$ cat src/rtl/mem_2_axi4_lite.sv
`default_nettype none
// ============================================================================
// mem_2_axi4_lite : single-beat memory request port to AXI4-Lite master,
//                   independent write and read engines, one outstanding each.
// Revision        : 1.0
// ============================================================================
module mem_2_axi4_lite #(
  parameter int ALEN = 32,
  parameter int DLEN = 32,
  parameter int SLEN = DLEN / 8
) (
  input  logic            clk,
  input  logic            rstn,
  // memory-style write request port
  input  logic            mem_wen,
  input  logic [ALEN-1:0] mem_waddr,
  input  logic [DLEN-1:0] mem_wdata,
  input  logic [SLEN-1:0] mem_wstrb,
  output logic            mem_wbusy,
  output logic            mem_wdone,
  output logic [1:0]      mem_wresp,
  // memory-style read request port
  input  logic            mem_ren,
  input  logic [ALEN-1:0] mem_raddr,
  output logic            mem_rbusy,
  output logic            mem_rvalid,
  output logic [DLEN-1:0] mem_rdata,
  output logic [1:0]      mem_rresp,
  // AXI4-Lite write address channel
  output logic            awvalid,
  input  logic            awready,
  output logic [ALEN-1:0] awaddr,
  output logic [2:0]      awprot,
  // AXI4-Lite write data channel
  output logic            wvalid,
  input  logic            wready,
  output logic [DLEN-1:0] wdata,
  output logic [SLEN-1:0] wstrb,
  // AXI4-Lite write response channel
  input  logic            bvalid,
  output logic            bready,
  input  logic [1:0]      bresp,
  // AXI4-Lite read address channel
  output logic            arvalid,
  input  logic            arready,
  output logic [ALEN-1:0] araddr,
  output logic [2:0]      arprot,
  // AXI4-Lite read data channel
  input  logic            rvalid,
  output logic            rready,
  input  logic [DLEN-1:0] rdata,
  input  logic [1:0]      rresp
);

  typedef enum logic [1:0] {
    W_IDLE = 2'd0,
    W_REQ  = 2'd1,
    W_RESP = 2'd2
  } wstate_e;

  typedef enum logic [1:0] {
    R_IDLE = 2'd0,
    R_ADDR = 2'd1,
    R_DATA = 2'd2
  } rstate_e;

  // --------------------------------------------------------------------------
  // Write engine
  // --------------------------------------------------------------------------
  wstate_e         wstate_q,  wstate_d;
  logic [ALEN-1:0] awaddr_q,  awaddr_d;
  logic [DLEN-1:0] wdata_q,   wdata_d;
  logic [SLEN-1:0] wstrb_q,   wstrb_d;
  logic            awvalid_q, awvalid_d;
  logic            wvalid_q,  wvalid_d;
  logic            bready_q,  bready_d;
  logic            wbusy_q,   wbusy_d;
  logic            wdone_q,   wdone_d;
  logic [1:0]      wresp_q,   wresp_d;

  always_comb begin
    wstate_d  = wstate_q;
    awaddr_d  = awaddr_q;
    wdata_d   = wdata_q;
    wstrb_d   = wstrb_q;
    awvalid_d = awvalid_q;
    wvalid_d  = wvalid_q;
    bready_d  = bready_q;
    wbusy_d   = wbusy_q;
    wdone_d   = 1'b0;
    wresp_d   = wresp_q;

    case (wstate_q)
      W_IDLE: begin
        if (mem_wen) begin
          awaddr_d  = mem_waddr;
          wdata_d   = mem_wdata;
          wstrb_d   = mem_wstrb;
          awvalid_d = 1'b1;
          wvalid_d  = 1'b1;
          wbusy_d   = 1'b1;
          wstate_d  = W_REQ;
        end
      end
      W_REQ: begin
        // AW and W retire independently; move on once neither is pending
        if (awvalid_q && awready) awvalid_d = 1'b0;
        if (wvalid_q && wready)   wvalid_d  = 1'b0;
        if (!awvalid_d && !wvalid_d) begin
          bready_d = 1'b1;
          wstate_d = W_RESP;
        end
      end
      W_RESP: begin
        if (bvalid && bready_q) begin
          wresp_d  = bresp;
          bready_d = 1'b0;
          wdone_d  = 1'b1;
          wbusy_d  = 1'b0;
          wstate_d = W_IDLE;
        end
      end
      default: begin
        wstate_d = W_IDLE;
      end
    endcase
  end

  always_ff @(posedge clk) begin
    if (!rstn) begin
      wstate_q  <= W_IDLE;
      awaddr_q  <= '0;
      wdata_q   <= '0;
      wstrb_q   <= '0;
      awvalid_q <= 1'b0;
      wvalid_q  <= 1'b0;
      bready_q  <= 1'b0;
      wbusy_q   <= 1'b0;
      wdone_q   <= 1'b0;
      wresp_q   <= 2'b00;
    end else begin
      wstate_q  <= wstate_d;
      awaddr_q  <= awaddr_d;
      wdata_q   <= wdata_d;
      wstrb_q   <= wstrb_d;
      awvalid_q <= awvalid_d;
      wvalid_q  <= wvalid_d;
      bready_q  <= bready_d;
      wbusy_q   <= wbusy_d;
      wdone_q   <= wdone_d;
      wresp_q   <= wresp_d;
    end
  end

  // --------------------------------------------------------------------------
  // Read engine
  // --------------------------------------------------------------------------
  rstate_e         rstate_q,  rstate_d;
  logic [ALEN-1:0] araddr_q,  araddr_d;
  logic            arvalid_q, arvalid_d;
  logic            rready_q,  rready_d;
  logic            rbusy_q,   rbusy_d;
  logic            rdone_q,   rdone_d;
  logic [DLEN-1:0] rdata_q,   rdata_d;
  logic [1:0]      rresp_q,   rresp_d;

  always_comb begin
    rstate_d  = rstate_q;
    araddr_d  = araddr_q;
    arvalid_d = arvalid_q;
    rready_d  = rready_q;
    rbusy_d   = rbusy_q;
    rdone_d   = 1'b0;
    rdata_d   = rdata_q;
    rresp_d   = rresp_q;

    case (rstate_q)
      R_IDLE: begin
        if (mem_ren) begin
          araddr_d  = mem_raddr;
          arvalid_d = 1'b1;
          rbusy_d   = 1'b1;
          rstate_d  = R_ADDR;
        end
      end
      R_ADDR: begin
        if (arvalid_q && arready) begin
          arvalid_d = 1'b0;
          rready_d  = 1'b1;
          rstate_d  = R_DATA;
        end
      end
      R_DATA: begin
        // read data and response stay on the client port until the next read
        if (rvalid && rready_q) begin
          rdata_d  = rdata;
          rresp_d  = rresp;
          rready_d = 1'b0;
          rdone_d  = 1'b1;
          rbusy_d  = 1'b0;
          rstate_d = R_IDLE;
        end
      end
      default: begin
        rstate_d = R_IDLE;
      end
    endcase
  end

  always_ff @(posedge clk) begin
    if (!rstn) begin
      rstate_q  <= R_IDLE;
      araddr_q  <= '0;
      arvalid_q <= 1'b0;
      rready_q  <= 1'b0;
      rbusy_q   <= 1'b0;
      rdone_q   <= 1'b0;
      rdata_q   <= '0;
      rresp_q   <= 2'b00;
    end else begin
      rstate_q  <= rstate_d;
      araddr_q  <= araddr_d;
      arvalid_q <= arvalid_d;
      rready_q  <= rready_d;
      rbusy_q   <= rbusy_d;
      rdone_q   <= rdone_d;
      rdata_q   <= rdata_d;
      rresp_q   <= rresp_d;
    end
  end

  // --------------------------------------------------------------------------
  // Outputs
  // --------------------------------------------------------------------------
  assign mem_wbusy  = wbusy_q;
  assign mem_wdone  = wdone_q;
  assign mem_wresp  = wresp_q;
  assign awvalid    = awvalid_q;
  assign awaddr     = awaddr_q;
  assign awprot     = 3'b000;
  assign wvalid     = wvalid_q;
  assign wdata      = wdata_q;
  assign wstrb      = wstrb_q;
  assign bready     = bready_q;

  assign mem_rbusy  = rbusy_q;
  assign mem_rvalid = rdone_q;
  assign mem_rdata  = rdata_q;
  assign mem_rresp  = rresp_q;
  assign arvalid    = arvalid_q;
  assign araddr     = araddr_q;
  assign arprot     = 3'b000;
  assign rready     = rready_q;

endmodule
`default_nettype wire

$ cat config.mk
export PLATFORM = sky130hd
export DESIGN_NAME = mem_2_axi4_lite
export DESIGN_NICKNAME = d
export VERILOG_FILES = /design/src/rtl/mem_2_axi4_lite.sv
export SDC_FILE = /design/constraint.sdc
export NUM_CORES = 1
export LEC_CHECK = 0
export CAP_MARGIN = 25
export CORE_MARGIN = 4
export CORE_UTILIZATION = 38
export DETAILED_ROUTE_END_ITERATION = 10
export PLACE_DENSITY = 0.79
export SETUP_SLACK_MARGIN = 0.2
export SYNTH_ARGS = -nofsm -noshare
export SYNTH_HDL_FRONTEND = slang
export SYNTH_SLANG_ARGS = --single-unit
$ cat constraint.sdc
create_clock -name clk -period 2.1 [get_ports clk]
set_clock_uncertainty 0.15 [all_clocks]
set_input_delay 0.315 -clock clk [delete_from_list [all_inputs] [get_ports clk]]
set_output_delay 0.315 -clock clk [all_outputs]
set_load 0.1 [all_outputs]
==> results by group, run 1 <==
Yosys
  • Average cell area after synthesis: 8.01 um2
  • Sequential area share after synthesis: 56.1%
  • Cell accounting for the most synthesized area: dfxtp_1
  • Synth top area share: 56.1%
  • EDFF count, synth: 0
  • Most frequent cell after synthesis: nand2_1
  • Post-Syn Instances: 664
  • Synthesized flop and latch total: 149
  • Synth Flop Type: dfxtp_1
  • Top cells by area, synth: dfxtp_1 (56%), nand2_1 (15%), a21oi_1 (7.0%)
  • Mapped cell area: 5320 um2
  • Synth cell count leaders: nand2_1 (208), dfxtp_1 (149), a21oi_1 (74), o21ai_0 (74), nand3_1 (69)
  • Asr flop ratio synth: 0%
  • Yosys Warn Count: 0
  • Yosys cell types: 26

STA
  • Fin. Hold Viols: 0
  • RSZ-0062 raised after global routing: no
  • Slew Viols, Final: 0
  • Fmax: 0.616 GHz
  • Endpoints failing setup: 0
  • Crit path time final: 1.62 ns
  • Fin crit share: 77.4%
  • Setup tns final: 0 ns
  • Fin worst setup slack: 0.476 ns

Die
  • Overall die height: 126 um
  • # rows: 42
  • Die width: 126 um
  • Initial Util: 39.5%
  • IO Count: 296
  • Die area: 16000 um2
  • Total core area: 13500 um2

Drt
  • Via Count: 5275
  • Total iterations of the first detailed-routing run: 4
  • Routed Antenna Nets: 0
  • Vias per cell: 4.74
  • WL/cell: 14.5 um
  • DRT Wirelength: 16200 um
  • Drt drc: 0
  • Initial DRC Count: 247

Power and ir drop
  • P_leak: 3.52 nW
  • Int Pwr: 5.34 mW
  • Total power: 8.12 mW
  • Switching share of power: 34.1%
  • Power share of the combinational group: 26.4%
  • Flop pwr share: 38.0%
  • Maximum vdd drop: 0.000513 V
  • Pwr dens: 954 nW/um2
  • Clk pwr share: 35.6%
  • Net Sw Power: 2.77 mW

Global route
  • Total track usage: 19.8%
  • Antenna violations before repair: 0
  • First-pass GRT wire length: 25600 um
  • Grt ovf: 0
  • Largest net degree at the start of global routing: 108
  • Vias in the first global route: 4987

Placement
  • Pre-CTS WS: 0.0982 ns
  • Area of placed instances: 7940 um2
  • Final HPWL DP: 11500 um
  • GP Congestion: 0.758
  • Number of I/O port buffers: 289

Critical path
  • Critical setup path kind: reg2reg
  • WP depth: 4
  • CP cell instances: or3b_2 -> buf_12 -> nand2_1 -> a21oi_1
  • Worst endpoint required time: 2.22 ns
  • RR Endpoint: wdata[26]$_SDFFE_PN0P_
  • RR Startpoint: wstate_q[1]$_SDFFE_PN0P_
  • Crit Path Max Fanout: 69
  • Endpoint class of the critical path: register
  • Crit path max-delay family: simple AND/OR/NAND/NOR gates
  • Critical path's slowest cell: or3b_2
  • Worst R2R Path Depth: 4
  • Buf+Inv Stages, Crit Path: 1
  • Max stage delay on crit path: 0.51 ns
  • Worst path arrival time: 1.75 ns
  • CP Launch Type: register
  • Minimum setup slack among reg-to-reg paths: 0.48 ns

CTS
  • CTS buffer count: 17
  • Post-CTS Setup Repair Bufs: 0
  • CTS Sinks: 149
  • Hold buffers post-CTS: 0
  • H-tree depth: 4
  • Root Buffer: clkbuf_16
  • Worst skew pair latency: 0.41 ns
  • PostCTS Resize Cnt: 0
  • CTS clk-pin slew, worst paths: 0.06 ns
  • Maximum clock path buffer count: 2
  • CTS tree: yes

Layout
  • Post-route cell area: 8500 um2
  • Diodes inserted: 0
  • Layout Utilization: 63.2%
  • Nets: 1071
  • Synthesis-to-finish area growth: 59.9%
  • Layout cells sized above 1: 20.2%

Hold path
  • Hold_sp: rstn
  • Hold Crit Depth: 3
  • Worst min path class: in2reg
  • Hold EP: araddr[12]$_SDFFE_PN0P_

Job
  • Max-cap violations: 0

Outcome
  • Status: finished, final reports clean
-- placed cells by master (no fill, tap or decap), drive strengths merged, types with 2 or more instances in the layout --
master / instances
buf: 154
clkbuf: 20
dfxtp: 149
nand4b: 2
nor2b: 2
clkdlybuf4s50: 143
a21oi: 74
inv: 6
nand3: 69
nand2: 208
bufinv: 2
nor2: 7
conb: 6
nand2b: 2
nor3b: 2
clkinv: 5
a211oi: 2
clkinvlp: 3
o21ai: 74
-- stage by stage --
step,hold WS (ns),std cells
floorplan,0.259,669
global placement,0.292,1083
detailed placement,0.297,1083
CTS,0.0887,1113
global route,0.0985,1113
finish,0.106,1113
-- cell families after synthesis --
group | Yosys count | synth area share, %
and+or+nand+nor | 294 | 23.1
AOI/OAI and AO/OA | 155 | 15.0
DFF | 149 | 56.1
buffers and inverters | 65 | 5.72
other | 1 | 0.0705
-- sequential cells by signal (all words and copies together) (netlist names), 4 cells and up --
| name | count |
|---|---|
| mem_rdata | 32 |
| wdata | 32 |
| awaddr | 32 |
| araddr | 32 |
| wstrb | 4 |
-- final cells by class --
class                   count  area (um2)
fillers                  1212        4950
flip-flops and latches    149        2980
repair buffers            297        2650
multi-input cells         455        2060
clock buffers              20         457
well taps                 176         220
clock inverters            10         108
inverters                   6        22.5
-- power by group through the flow --
stage	logic (mW)	clock network [mW]	registers, mW
2_1_floorplan	0.429	0	4.24
3_3_place_gp	2.14	0	3.14
3_5_place_dp	2.15	0	3.14
4_1_cts	2.15	2.97	3.08
5_1_grt	2.24	3.11	3.11
6_report	2.14	2.89	3.08
-- metal layers --
layer	vias to the layer above	GRT usage, %	share of wire (%)
met5	-	0	0
met4	0	6.50	2.1
met3	23	9.37	11
met2	220	31.6	46
met1	2326	23.6	41
li1	2706	-	-
-- tightest hold or removal path, cell delays in order --
cell and delay, ns:
buf_4 0.17, nand2_1 0.07, o21ai_0 0.06
-- how the worst max path moves through the flow --
| stage | from | end |
|---|---|---|
| global route | wstate_q[1]$_SDFFE_PN0P_ | wdata[28]$_SDFFE_PN0P_ |
| finish | wstate_q[1]$_SDFFE_PN0P_ | wdata[26]$_SDFFE_PN0P_ |
| CTS | wstate_q[0]$_SDFFE_PN0P_ | wdata[26]$_SDFFE_PN0P_ |
| floorplan | bready$_SDFFE_PN0P_ | mem_wbusy$_SDFFE_PN0P_ |
| detailed placement | mem_wen | awaddr[3]$_SDFFE_PN0P_ |
| global placement | mem_wen | wdata[5]$_SDFFE_PN0P_ |
Power figures use the tool's default switching activity.
==> run 2, diff against run 1 <==
--- a/config.mk
+++ b/config.mk
@@ -7,9 +7,9 @@
 export LEC_CHECK = 0
 export CAP_MARGIN = 25
 export CORE_MARGIN = 4
-export CORE_UTILIZATION = 38
+export CORE_UTILIZATION = 35
 export DETAILED_ROUTE_END_ITERATION = 10
-export PLACE_DENSITY = 0.79
+export PLACE_DENSITY = 0.77
 export SETUP_SLACK_MARGIN = 0.2
 export SYNTH_ARGS = -nofsm -noshare
 export SYNTH_HDL_FRONTEND = slang
==> constraint.sdc (replaced) <==
create_clock -name clk -period 1.4 [get_ports clk]
set_clock_uncertainty 0.15 [all_clocks]
set_input_delay 0.21 -clock clk [delete_from_list [all_inputs] [get_ports clk]]
set_output_delay 0.21 -clock clk [all_outputs]
set_load 0.1 [all_outputs]
==> results by group, run 2 (synthesized netlist as in run 1, its figures left out) <==
Critical path
  • Max stage delay on crit path: 0.32 ns (-0.19 ns)
  • CP cell instances: buf_6 -> nor3b_4 -> buf_6 -> buf_6 -> buf_16 -> nand3_2 -> o21ai_1
  • RR Startpoint: rstate_q[0]$_SDFFE_PN0P_
  • Worst endpoint required time: 1.59 ns (-0.63 ns)
  • CP Launch Type: register
  • Cell mode on critical path: buf_6
  • Worst path arrival time: 1.75 ns (about the same)
  • Critical setup path kind: reg2reg
  • Crit Path Max Fanout: 8 (-88%)
  • Endpoint class of the critical path: register
  • Critical path's slowest cell: dfxtp_2
  • Crit path launch: rstate_q[0]$_SDFFE_PN0P_

Power and ir drop
  • Switching share of power: 35.1% (+1.0 points)
  • Int Pwr: 9.21 mW (+72%)
  • Power share of the combinational group: 33.2% (+6.8 points)
  • Maximum vdd drop: 0.000925 V (+80%)
  • Net Sw Power: 4.99 mW (+80%)
  • Pwr dens: 1110 nW/um2 (+16%)
  • Total power: 14.2 mW (+75%)
  • Flop pwr share: 33.7% (-4.3 points)
  • Clk pwr share: 33.0% (-2.6 points)
  • P_leak: 5.05 nW (+44%)

Layout
  • Diodes inserted: 0 (unchanged)
  • Synthesis-to-finish area growth: 141%
  • Nets: 1183 (+10%)
  • Filler cell count: 581 (-52%)
  • Most frequent cells in the layout: nand2_1 (182), buf_12 (155), clkdlybuf4s50_1 (142)
  • Commonest non-fill, non-tap cell in the layout: nand2_1
  • Layout cells sized above 1: 56.8% (+37 points)

CTS
  • H-tree depth: 4 (unchanged)
  • CTS tree: yes
  • CTS clk-pin slew, worst paths: 0.06 ns (about the same)
  • Worst skew pair latency: 0.42 ns (about the same)
  • Hold buffers post-CTS: 0 (unchanged)
  • CTS Sinks: 149 (unchanged)
  • CTS buffer count: 17 (unchanged)
  • Root Buffer: clkbuf_16
  • Maximum clock path buffer count: 2 (unchanged)

Placement
  • GP Congestion: 0.775 (+2.2%)
  • Pre-CTS WS: -0.461 ns (-0.559 ns)
  • Final HPWL DP: 13200 um (+15%)
  • Number of I/O port buffers: 289 (unchanged)

Hold path
  • Hold_sp: rstn
  • Worst min path class: in2reg

Die
  • IO Count: 296 (unchanged)
  • Initial Util: 36.2% (-3.4 points)
  • Die area: 17200 um2 (+8.0%)
  • Overall die height: 131 um (+3.9%)
  • Total core area: 14700 um2 (+9.3%)
  • # rows: 44 (+4.8%)
  • Die width: 131 um (+3.9%)

STA
  • Endpoints failing setup: 97 (+97)
  • Slew Viols, Final: 0 (unchanged)
  • Fin crit share: 111% (+34 points)
  • Fin worst setup slack: -0.157 ns (-0.632 ns)
  • Fmax: 0.642 GHz (+4.4%)
  • Fin. Hold Viols: 0 (unchanged)
  • RSZ-0062 raised after global routing: yes
  • Crit path time final: 1.56 ns (-0.0678 ns)

Drt
  • Via Count: 6722 (+27%)
  • Drt drc: 0 (unchanged)
  • WL/cell: 24.0 um (+65%)
  • Initial DRC Count: 444 (+80%)
  • Vias per cell: 5.45 (+15%)
  • DRT Wirelength: 29600 um (+83%)
  • Total iterations of the first detailed-routing run: 5 (+1)
  • Routed Antenna Nets: 0 (unchanged)

Global route
  • Grt ovf: 0 (unchanged)
  • First-pass GRT wire length: 34500 um (+35%)
  • Total track usage: 25.1% (+5.3 points)
  • Antenna violations before repair: 0 (unchanged)
  • Largest net degree at the start of global routing: 60 (-44%)
  • Vias in the first global route: 6296 (+26%)

Outcome
  • Status: complete, but fails checks
  • Violated checks: negative setup slack

Job
  • Max-cap violations: 0 (unchanged)
## run 2: worst max-delay path, delay by kind of cell, from the launching register on
family	cells	cell delay, ns
AND/OR/NAND/NOR	2	0.25
AO/OA/AOI/OAI	1	0.13
buffers and inverters	4	0.60
flip-flops	1	0.32
## run 2: worst paths after layout
check	endpoint	slack (ns)	cells past startpoint
setup / recovery	araddr[14]$_SDFFE_PN0P_	-0.16	7
hold reg to reg	araddr[30]$_SDFFE_PN0P_	0.32	2
hold / removal	araddr[25]$_SDFFE_PN0P_	0.04	3
setup reg to reg	araddr[14]$_SDFFE_PN0P_	-0.16	7
## run 2: layout make-up
cell class	count	area, um2	share of cell area, %
inverters	6	25.0	0.195
repair buffers	409	5890	45.9
clock buffers	23	489	3.82
multi-input cells	455	2860	22.3
clock inverters	7	95.1	0.742
flip-flops and latches	149	3240	25.3
well taps	184	230	1.80
## run 2: what timing repair did
action / 4_1_cts / 5_1_grt
gates resized for setup: 134 / 170
endpoints found under the setup margin: 288 / 292
pin swaps: 26 / 62
gates cloned: 11 / 15
buffers inserted: 26 / 44
## run 2: layer usage
| metal | up-vias | track usage, % | wire, um |
|---|---|---|---|
| met2 | 404 | 45.7 | 15600 |
| met3 | 93 | 8.98 | 2600 |
| li1 | 2953 | - | - |
| met1 | 3272 | 26.5 | 10000 |
| met5 | - | 0 | 0 |
| met4 | 0 | 10.1 | 1390 |
## run 2: through the flow
stage / TNS (ns) / area, um2 / instances / hold WS [ns] / util (%)
floorplan: -1.84 / 5620 / 669 / 0.143 / -
global route: -9.76 / 12800 / 1233 / 0.0491 / 87.2
finish: -5.80 / 12800 / 1233 / 0.0374 / 87.2
global placement: -43.39 / 10100 / 1107 / 0.305 / 68.9
detailed placement: -46.14 / 10100 / 1107 / 0.311 / 68.9
CTS: -0.0663 / 11500 / 1174 / 0.0321 / 78.5
## run 2: power groups by stage
| stage | clock network, mW | logic [mW] | registers (mW) |
|---|---|---|---|
| final | 4.69 | 4.72 | 4.79 |
| after CTS | 4.66 | 4.23 | 4.79 |
| after floorplan | 0 | 0.664 | 6.43 |
| after global placement | 0 | 3.86 | 4.87 |
| after detailed placement | 0 | 3.89 | 4.88 |
| after global routing | 4.87 | 4.85 | 4.81 |
==> run 3, diff against run 2 <==
--- a/config.mk
+++ b/config.mk
@@ -11,6 +11,7 @@
 export DETAILED_ROUTE_END_ITERATION = 10
 export PLACE_DENSITY = 0.77
 export SETUP_SLACK_MARGIN = 0.2
+export SKIP_CTS_REPAIR_TIMING = 1
 export SYNTH_ARGS = -nofsm -noshare
 export SYNTH_HDL_FRONTEND = slang
 export SYNTH_SLANG_ARGS = --single-unit
==> results by group, run 3 (synthesized netlist as in run 1, its figures left out) <==
CTS
  • Worst skew pair latency: 0.42 ns (about the same)
  • CTS buffer count: 17 (unchanged)
  • CTS clk-pin slew, worst paths: 0.06 ns (about the same)
  • Maximum clock path buffer count: 2 (unchanged)
  • Root Buffer: clkbuf_16
  • CTS tree: yes
  • CTS Sinks: 149 (unchanged)
  • H-tree depth: 4 (unchanged)

Global route
  • Vias in the first global route: 5464 (-13%)
  • Grt ovf: 0 (unchanged)
  • Total track usage: 20.9% (-4.2 points)
  • Largest net degree at the start of global routing: 70 (+17%)
  • First-pass GRT wire length: 29000 um (-16%)
  • Antenna violations before repair: 0 (unchanged)

Die
  • Overall die height: 131 um (unchanged)
  • # rows: 44 (unchanged)
  • Die area: 17200 um2 (unchanged)
  • Die width: 131 um (unchanged)
  • IO Count: 296 (unchanged)
  • Initial Util: 36.2% (unchanged)
  • Total core area: 14700 um2 (unchanged)

Placement
  • Placed insts: 1107 (unchanged)
  • Number of I/O port buffers: 289 (unchanged)
  • GP Congestion: 0.775 (unchanged)
  • Pre-CTS WS: -0.461 ns (unchanged)
  • Final HPWL DP: 13200 um (unchanged)

Critical path
  • CP Launch Type: register
  • Endpoint class of the critical path: register
  • Worst path arrival time: 1.72 ns (-0.03 ns)
  • Critical setup path kind: reg2reg
  • Crit Path Max Fanout: 7 (-1)
  • Worst endpoint required time: 1.58 ns (about the same)

Hold path
  • Worst min path class: in2reg

Job
  • Max-cap violations: 0 (unchanged)

Drt
  • Vias per cell: 5.34 (-2.0%)
  • Total iterations of the first detailed-routing run: 5 (unchanged)
  • DRT Wirelength: 26500 um (-10%)
  • Drt drc: 0 (unchanged)
  • Initial DRC Count: 315 (-29%)
  • Routed Antenna Nets: 0 (unchanged)
  • Via Count: 6387 (-5.0%)
  • WL/cell: 22.2 um (-7.7%)

Layout
  • Diodes inserted: 0 (unchanged)
  • Commonest non-fill, non-tap cell in the layout: nand2_1
  • Layout cells sized above 1: 53.7% (-3.2 points)
  • Layout Utilization: 83.3% (-4.0 points)
  • Synthesis-to-finish area growth: 130%
  • Final std cells w/o fill: 1196 (-3.0%)
  • Most frequent cells in the layout: nand2_1 (165), buf_12 (157), clkdlybuf4s50_1 (143)
  • Nets: 1146 (-3.1%)

STA
  • Fin. Hold Viols: 0 (unchanged)
  • Slew Viols, Final: 0 (unchanged)
  • Fin worst setup slack: -0.145 ns (+0.0112 ns)
  • Fin crit share: 110% (-0.80 points)
  • RSZ-0062 raised after global routing: yes
  • Endpoints failing setup: 72 (-26%)
  • Hold WS: 0.0530 ns (+0.0156 ns)
  • Fmax: 0.647 GHz (+0.73%)
  • Setup tns final: -3.98 ns (+1.82 ns)
  • Crit path time final: 1.55 ns (-0.0112 ns)

Power and ir drop
  • P_leak: 4.79 nW (-5.2%)
  • Pwr dens: 1150 nW/um2 (+3.9%)
  • Maximum vdd drop: 0.000880 V (-4.9%)

Outcome
  • Violated checks: negative setup slack
  • Status: complete, but fails checks
==> run 3: changes by cell type in the layout (fill, tap and decap cells not counted), sizes merged <==
cell,change
dlymetal6s2s,-1
buf,-38
clkdlybuf4s50,+1
clkbuf,+1
==> run 3: layer usage <==
| metal | GRT usage, % | up-vias | part of all wire, % |
|---|---|---|---|
| li1 | - | 2869 | - |
| met1 | 22.6 | 3101 | 35 |
| met2 | 36.6 | 350 | 52 |
| met3 | 9.06 | 67 | 9.1 |
| met4 | 7.58 | 0 | 3.3 |
| met5 | 0 | - | 0 |
==> run 3: critical path, stage by stage, from the launching register on <==
cell,delay [ns]
dfxtp_2,0.33
buf_6,0.12
nor3b_4,0.21
buf_6,0.20
clkbuf_16,0.17
nand2_1,0.08
a21oi_1,0.18
==> run 3: path summary, 6_finish.rpt <==
path,start,to,slack (ns),cells past startpoint
hold / removal,rstn,araddr[25]$_SDFFE_PN0P_,0.05,3
hold reg to reg,araddr[26]$_SDFFE_PN0P_,araddr[26]$_SDFFE_PN0P_,0.32,2
setup / recovery,wstate_q[1]$_SDFFE_PN0P_,wdata[4]$_SDFFE_PN0P_,-0.15,6
setup reg to reg,wstate_q[1]$_SDFFE_PN0P_,wdata[4]$_SDFFE_PN0P_,-0.15,6
==> run 3: area by class of cell <==
class	instances	area [um2]
Inverter	6	22.5
Timing Repair Buffer	372	5420
Sequential cell	149	3230
Clock inverter	7	95.1
Clock buffer	23	489
Fill cell	687	2460
Multi-Input combinational cell	455	2750
Tap cell	184	230
==> run 3: power by group <==
part	switching, mW	internal [mW]	total (mW)
logic	2.81	1.84	4.66
registers	0.282	4.51	4.80
clock network	1.82	2.81	4.63
==> run 3: metrics by stage <==
| stage | power (mW) | area [um2] |
|---|---|---|
| 2_1_floorplan | 7.09 | 5620 |
| 3_3_place_gp | 8.73 | 10100 |
| 3_5_place_dp | 8.77 | 10100 |
| 4_1_cts | 13.4 | 10700 |
| 5_1_grt | 14.4 | 12200 |
| 6_report | 14.1 | 12200 |
